`src/rtl/crossbar_pkg.sv`:
```
// Shared crossbar types and defaults.
// Arbiter states plus default widths and watchdog limit.
package crossbar_pkg;

  typedef enum logic {
    ARB_IDLE,
    ARB_BUSY
  } arb_state_t;

  localparam int DEF_N_MASTERS = 4;
  localparam int DEF_ADDR_W    = 32;
  localparam int DEF_DATA_W    = 32;
  localparam int DEF_TIMEOUT   = 255;

  function automatic int idx_width(input int n);
    return (n > 1) ? $clog2(n) : 1;
  endfunction

endpackage

```
`src/rtl/slave_arbiter_rr_picker.sv`:
```
// Round-robin priority encoder: first set request at or after the pointer.
// Pure combinational; scans with wrap-around modulo N.
module rr_picker
  import crossbar_pkg::*;
#(
  parameter int N     = DEF_N_MASTERS,
  parameter int IDX_W = idx_width(DEF_N_MASTERS)
) (
  input  logic [N-1:0]     i_req,
  input  logic [IDX_W-1:0] i_ptr,
  output logic             o_valid,
  output logic [IDX_W-1:0] o_idx
);

  // Scan from the farthest offset down so the nearest requester wins.
  always_comb begin
    int j;
    j       = 0;
    o_valid = 1'b0;
    o_idx   = '0;
    for (int k = N - 1; k >= 0; k--) begin
      j = int'(i_ptr) + k;
      if (j >= N) j = j - N;
      if (i_req[j]) begin
        o_valid = 1'b1;
        o_idx   = IDX_W'(j);
      end
    end
  end

endmodule

```
`src/rtl/slave_arbiter.sv`:
```
// Per-slave round-robin arbiter and request mux of the crossbar.
// Optional watchdog release via `define SLAVE_ARB_TIMEOUT_EN.
module slave_arbiter
  import crossbar_pkg::*;
#(
  parameter int N_MASTERS = DEF_N_MASTERS,
  parameter int ADDR_W    = DEF_ADDR_W,
  parameter int DATA_W    = DEF_DATA_W,
  parameter int TIMEOUT   = DEF_TIMEOUT
) (
  input  logic                        clk,
  input  logic                        rst,
  input  logic [N_MASTERS-1:0]        req_from_masters,
  input  logic [N_MASTERS*ADDR_W-1:0] addr_from_masters,
  input  logic [N_MASTERS*DATA_W-1:0] wdata_from_masters,
  input  logic [N_MASTERS-1:0]        cmd_from_masters,
  output logic [N_MASTERS-1:0]        connect_approved_to_masters,
  output logic [N_MASTERS-1:0]        ack_to_masters,
  output logic [N_MASTERS*DATA_W-1:0] rdata_to_masters,
  output logic                        req_to_slave,
  output logic [ADDR_W-1:0]           addr_to_slave,
  output logic [DATA_W-1:0]           wdata_to_slave,
  output logic                        cmd_to_slave,
  input  logic                        ack_from_slave,
  input  logic [DATA_W-1:0]           rdata_from_slave
`ifdef SLAVE_ARB_TIMEOUT_EN
  ,
  output logic                        timeout_err
`endif
);

  localparam int IDX_W = idx_width(N_MASTERS);

  arb_state_t           r_state;
  logic [IDX_W-1:0]     r_grant_idx;
  logic [N_MASTERS-1:0] r_grant;
  logic [IDX_W-1:0]     r_rr_ptr;

  logic                 w_busy;
  logic                 w_sel_req;
  logic                 w_pick_valid;
  logic [IDX_W-1:0]     w_pick_idx;
  logic                 w_release;
  logic [IDX_W-1:0]     w_next_ptr;

  rr_picker #(
    .N     (N_MASTERS),
    .IDX_W (IDX_W)
  ) u_picker (
    .i_req   (req_from_masters),
    .i_ptr   (r_rr_ptr),
    .o_valid (w_pick_valid),
    .o_idx   (w_pick_idx)
  );

  assign w_busy    = (r_state == ARB_BUSY);
  assign w_sel_req = req_from_masters[r_grant_idx];

  assign w_next_ptr =
    (r_grant_idx == IDX_W'(N_MASTERS - 1)) ?
    '0 : r_grant_idx + 1'b1;

`ifdef SLAVE_ARB_TIMEOUT_EN
  logic [15:0] r_cnt;
  logic        r_timeout_err;
  logic        w_done;
  logic        w_to_hit;

  assign w_done      = !w_sel_req || ack_from_slave;
  assign w_to_hit    = (r_cnt == 16'(TIMEOUT - 1));
  assign w_release   = w_done || w_to_hit;
  assign timeout_err = r_timeout_err;
`else
  // Completion and abort both end the transfer.
  assign w_release = !w_sel_req || ack_from_slave;
`endif

  always_ff @(posedge clk or posedge rst) begin
    if (rst) begin
      r_state     <= ARB_IDLE;
      r_grant_idx <= '0;
      r_grant     <= '0;
      r_rr_ptr    <= '0;
`ifdef SLAVE_ARB_TIMEOUT_EN
      r_cnt         <= '0;
      r_timeout_err <= 1'b0;
`endif
    end else begin
`ifdef SLAVE_ARB_TIMEOUT_EN
      r_timeout_err <= 1'b0;
`endif
      unique case (r_state)
        ARB_IDLE: begin
          if (w_pick_valid) begin
            r_grant_idx <= w_pick_idx;
            r_grant     <= N_MASTERS'(1) << w_pick_idx;
            r_state     <= ARB_BUSY;
`ifdef SLAVE_ARB_TIMEOUT_EN
            r_cnt       <= '0;
`endif
          end
        end
        ARB_BUSY: begin
          if (w_release) begin
            r_state  <= ARB_IDLE;
            r_grant  <= '0;
            r_rr_ptr <= w_next_ptr;
`ifdef SLAVE_ARB_TIMEOUT_EN
            r_timeout_err <= !w_done;
`endif
          end
`ifdef SLAVE_ARB_TIMEOUT_EN
          else begin
            r_cnt <= r_cnt + 16'd1;
          end
`endif
        end
      endcase
    end
  end

  assign connect_approved_to_masters = r_grant;

  always_comb begin
    req_to_slave     = 1'b0;
    addr_to_slave    = '0;
    wdata_to_slave   = '0;
    cmd_to_slave     = 1'b0;
    ack_to_masters   = '0;
    rdata_to_masters = '0;
    if (w_busy) begin
      req_to_slave   = w_sel_req;
      addr_to_slave  =
        addr_from_masters[int'(r_grant_idx)*ADDR_W +: ADDR_W];
      wdata_to_slave =
        wdata_from_masters[int'(r_grant_idx)*DATA_W +: DATA_W];
      cmd_to_slave   = cmd_from_masters[r_grant_idx];
      ack_to_masters[r_grant_idx] = ack_from_slave;
      rdata_to_masters[int'(r_grant_idx)*DATA_W +: DATA_W] =
        rdata_from_slave;
    end
  end

endmodule

```
`config.mk`:
```
export PLATFORM = sky130hd
export DESIGN_NAME = slave_arbiter
export DESIGN_NICKNAME = d
export VERILOG_FILES = /design/src/rtl/crossbar_pkg.sv /design/src/rtl/slave_arbiter_rr_picker.sv /design/src/rtl/slave_arbiter.sv
export SDC_FILE = /design/constraint.sdc
export NUM_CORES = 1
export LEC_CHECK = 0
export CAP_MARGIN = 20
export CORE_AREA = 5 5 191 193
export CTS_BUF_LIST = sky130_fd_sc_hd__clkbuf_8
export CTS_CLUSTER_DIAMETER = 30
export CTS_CLUSTER_SIZE = 25
export DETAILED_ROUTE_END_ITERATION = 8
export DIE_AREA = 0 0 196 198
export PLACE_DENSITY_LB_ADDON = 0.12
export RECOVER_POWER = 100
export SYNTH_ARGS = -nofsm -noshare
export SYNTH_HDL_FRONTEND = slang
export SYNTH_SLANG_ARGS = --single-unit
```
`constraint.sdc`:
```
create_clock -name clk -period 6.58 [get_ports clk]
set_input_delay 0.987 -clock clk [delete_from_list [all_inputs] [get_ports clk]]
set_output_delay 0.987 -clock clk [all_outputs]
set_load 0.01 [all_outputs]
```
-- After elaboration in Yosys (flattened, before gate mapping)
Index checks and enable logic that the tools add are counted.
- reduce and logical (&&, ||, !) cells: 6
- mux-type cells: 43
- $add $sub $neg: 9
- order comparisons: 10
- shift-type cells: 5
- equal/unequal tests: 3
- bitwise logic cells: 3
- operators by type and width (operator ; number):
    $shiftx 128x8->32 ; 2
    $mux 32 ; 6
    $and 128x128->128 ; 1
    $lt 32x4->1 const B ; 4
    $mux 128 ; 1
    $shift 32x33->128 const A ; 1
    $shiftx 32x33->128 ; 1
    $ge 32x4->1 const B ; 3
    $sub 32x4->32 const B ; 3
    $neg 7->33 ; 1
    $mux 1 ; 19
    $bmux 1 s2 ; 6
    $mux 4 ; 3
    $mux 2 ; 5
    $pmux 4 s2 ; 1
    $add 2x2->3 const B ; 2
    $reduce_and 2->1 ; 3
    $and 4x4->4 ; 1
    $ne 2x1->1 const B ; 2
    $shl 1x2->4 const A ; 1
    $sub 2x3->4 const B ; 1
    $add 2x1->3 const B ; 1
    $ge 2x3->1 const B ; 1
    $lt 2x3->1 const B ; 1
    other kinds (9) ; 9
- output and inout port bits: 202
- register bits after elaboration: 9
- word-level logic and storage cells: 83
- input bits: 299

-- Longest topological paths before layout
- depth in word-level cells: 13
- gate-level depth with buffers: 9

-- Cells and area by module
From an unflattened synthesis, not the netlist that was laid out.
- cell total of the unflattened synthesis: 370
- area, all modules: 3641.0 µm²
- modules (own cells, without submodules) (module ; times used ; area each (µm²) ; cells each):
    slave_arbiter ; 1 ; 3563.4 ; 357
    rr_picker ; 1 ; 77.6 ; 13

-- Least setup slack after synthesis
Ideal clock, no wire load.
- kind: reg2out
- start point: register r_grant_idx[1]
- end point: output rdata_to_masters[10]
- cell stages (with the launch flop): 9
- data required time: 5.593 ns
- setup slack: 3.495 ns
- arrival: 2.098 ns
- cells stage by stage: dfrtp_1 > buf_2 > buf_2 > buf_2 > inv_1 > ha_1 > nor4b_2 > clkbuf_1 > and2_1
- word-level cells in the longest chain between the ends: 4
- elaborated cells on any way between the ends: 5
- classes of those cells: add/sub: 1; shift: 2; mux: 1; bitwise: 1
- ends and longest elaborated chain (item ; line ; text):
    start: declaration ; slave_arbiter.sv:35 ; logic [IDX_W-1:0] r_grant_idx;
    start signal: assignment ; slave_arbiter.sv:95 ; r_grant_idx <= w_pick_idx;
    $neg 7->33 * ; slave_arbiter.sv:139 ; rdata_to_masters[int'(r_grant_idx)*DATA_W +: DATA_W] =
    $shiftx 32x33->128 or $shift 32x33->128 (tied branches) ; slave_arbiter.sv:139 ;
    $and 128x128->128 (no source line) * ; - ;
    $mux 128 * ; slave_arbiter.sv:131 ; if (w_busy) begin
    end: declaration ; slave_arbiter.sv:19 ; output logic [N_MASTERS*DATA_W-1:0] rdata_to_masters,
Every way passes the cells marked *; elsewhere a longest branch is shown, timed or not.

-- Final worst setup path
- start point: register r_grant_idx[0]
- end point: output rdata_to_masters[32]
The elaborated chain is that of the path after synthesis.

==> run summary <==
Deepest clock path buffer count: 2
Top cell type by total area after synthesis: mux4_2
Final min period: 5110 ps
Fmax: 196 MHz
Area of the multi-input gates: 3090 µm²
CP Launch Point: r_grant_idx[0]$_DFFE_PP0P_
Post-Syn Area: 3560 µm²
Drt pass-1 iters: 4
TNS Setup: 0 ps
Post-CTS setup buffer count: 0
Worst Skew: 3.11 ps
Util after Layout: 26.2%
Cell with the most instances after synthesis: and2_1
Vias per inst: 3.66
Seq/Total Area, Yosys: 6.33%
R2r startpoint: r_grant_idx[1]$_DFFE_PP0P_
Area of the core: 34400 µm²
GR Util All Layers: 12.0%
Syn Area/Cell: 9.72 µm²
First-pass GRT wire length: 35300 µm
Post-synth top cells: and2_1, mux4_2, clkbuf_1
Final setup fails: 0
Post-route cell area: 9000 µm²
Starting density of the core: 10.3%
Worst-Skew Late Latency: 230 ps
Largest net degree at the start of global routing: 73
Die height: 198 µm
Worst ir drop on vdd: 0.148 mV
Required @ worst endpoint: 5590 ps
Worst-margin pin slew: 1930 ps
RSZ-0062 raised after global routing: no
Largest cells by area after synthesis: mux4_2, and2_1, dfrtp_1
H-tree lvl count: 1
Initial antenna violation count: 4
Synth top area share: 41.2%
Vias in the first global route: 4939
Placed inst area: 8980 µm²
Share of cells above drive strength 1: 9.80%
Leak Pwr: 3.41 nW
Initial DRC Count: 145
YS warnings: 0
Die width: 196 µm
Hpwl dp: 22400 µm
Critical Path Fanout Max: 31
Resized Gates After CTS: 0
CTS Hold Buffers Added: 0
Synthesis-stage register bit count: 9
Final wirelength: 26000 µm
Slew headroom: -28.8%
Worst setup SP type: register
Worst hold path type: register to register
Non-Filler Instances: 1294
Syn Inst Count: 366
CTS Buf Count: 3
Antenna viol nets, final: 0
Site row count: 68
Status: complete, but fails checks
WL/cell: 20.1 µm
Max Cap Viol: 4
Clock-pin slew on the worst setup and hold paths: 50 ps
Root Buffer: clkbuf_8
IO buf count: 500
Main synth FF type: dfrtp_1
Final #Nets: 1143
DRC: 0
Placer Congestion: 0.799
CP Class: register to output pin
Max-slew violation count: 126
Post-synth EDFFs: 0
Final hold violation count: 0
Mapped Nets: 671
Ys async rst share: 100%
Critical Path AT: 4120 ps
Crit end category: output pin
Min-delay src: connect_approved_to_masters[1]$_DFFE_PP0P_
DIE AREA: 38800 µm²
Count of cell types in the netlist: 33
Placed Instances: 1288
Synth-to-Final Area Change: 153%
Failing checks: capacitance limit, slew limit
CTS tree: done
Vias: 4732
Sequential cell area: 230 µm²
Fillers: 3647
Final period utilization: 77.7%
Cell Pwr Density: 241 nW/µm²
Total grt overflow: 0
TritonCTS Sinks: 9
IO Pins: 501
==> routing by layer <==
layer | share of wire (%) | track usage, %
met1 | 35 | 12.8
met2 | 56 | 24.2
met3 | 8.5 | 3.59
met4 | 0.23 | 0.595
met5 | 0.050 | 0
==> flip-flops by register name (all words and copies together) (netlist names) <==
register and cells:
r_rr_ptr 2, r_grant_idx 2, r_state 1, connect_approved_to_masters 4
==> logic make-up after synthesis <==
kind of cell	count (synthesis)	share of synthesized area (%)
multiplexers	70	42.7
buffers and inverters	44	6.61
AO/OA/AOI/OAI	16	3.48
adder cells (fa/ha/maj)	6	2.11
AND/OR/NAND/NOR	221	38.8
flip-flops	9	6.33
==> cell type report <==
type                    instances  area share (%)
inverters                       6           0.250
flip-flops and latches          9            2.56
multi-input cells             313            34.4
repair buffers                505            55.9
diodes                          2          0.0556
clock inverters                 1          0.0417
clock buffers                   3           0.459
well taps                     455            6.33
==> critical path, cell delays in order (launching register included) <==
cell,delay (ps)
dfrtp_4,780
inv_1,220
ha_1,310
or3_4,350
nor2_1,1340
and2_1,280
clkdlybuf4s50_1,590
==> final timing paths <==
check | slack [ps] | to | cells after the start
max in group asynchronous | 5120 | r_grant_idx[0]$_DFFE_PP0P_ | 2
min in group asynchronous | 1160 | connect_approved_to_masters[3]$_DFFE_PP0P_ | 2
hold reg to reg | 540 | connect_approved_to_masters[1]$_DFFE_PP0P_ | 2
hold / removal | 540 | connect_approved_to_masters[1]$_DFFE_PP0P_ | 2
setup / recovery | 1470 | rdata_to_masters[32] | 6
setup reg to reg | 3810 | r_rr_ptr[1]$_DFFE_PP0P_ | 5
==> placed cells by master (no fill, tap or decap), types with 2 or more instances in the layout <==
cell type | netlist | layout
clkdlybuf4s50_1 | 0 | 375
and2_1 | 191 | 138
dlygate4sd3_1 | 0 | 125
mux4_2 | 65 | 65
and2_0 | 0 | 53
nand2_1 | 11 | 11
nor2_1 | 5 | 7
dfrtp_1 | 9 | 7
inv_1 | 5 | 6
ha_1 | 6 | 6
o32ai_1 | 4 | 4
and3_1 | 4 | 4
a21oi_1 | 3 | 3
o21ai_0 | 3 | 3
clkbuf_8 | 0 | 3
diode_2 | 0 | 2
mux2i_1 | 2 | 2
or3_4 | 2 | 2
mux2_2 | 3 | 2
clkbuf_1 | 16 | 2
buf_4 | 7 | 2
==> through the flow <==
step           power [W]  setup WS [ps]  hold slack (ps)
6_report         0.00217           1470              538
3_5_place_dp     0.00227           2430              537
4_1_cts          0.00235           2190              550
2_1_floorplan    0.00123           3500              504
5_1_grt          0.00235           1040              565
3_3_place_gp     0.00230           2440              539
==> power breakdown <==
part | switching [W] | internal (W) | leakage [nW]
combinational | 0.000828 | 0.00111 | 3.28
clock | 0.0000222 | 0.0000407 | 0.0269
sequential | 0.0000805 | 0.0000830 | 0.111
No activity file was read; power rests on OpenSTA's default activity.
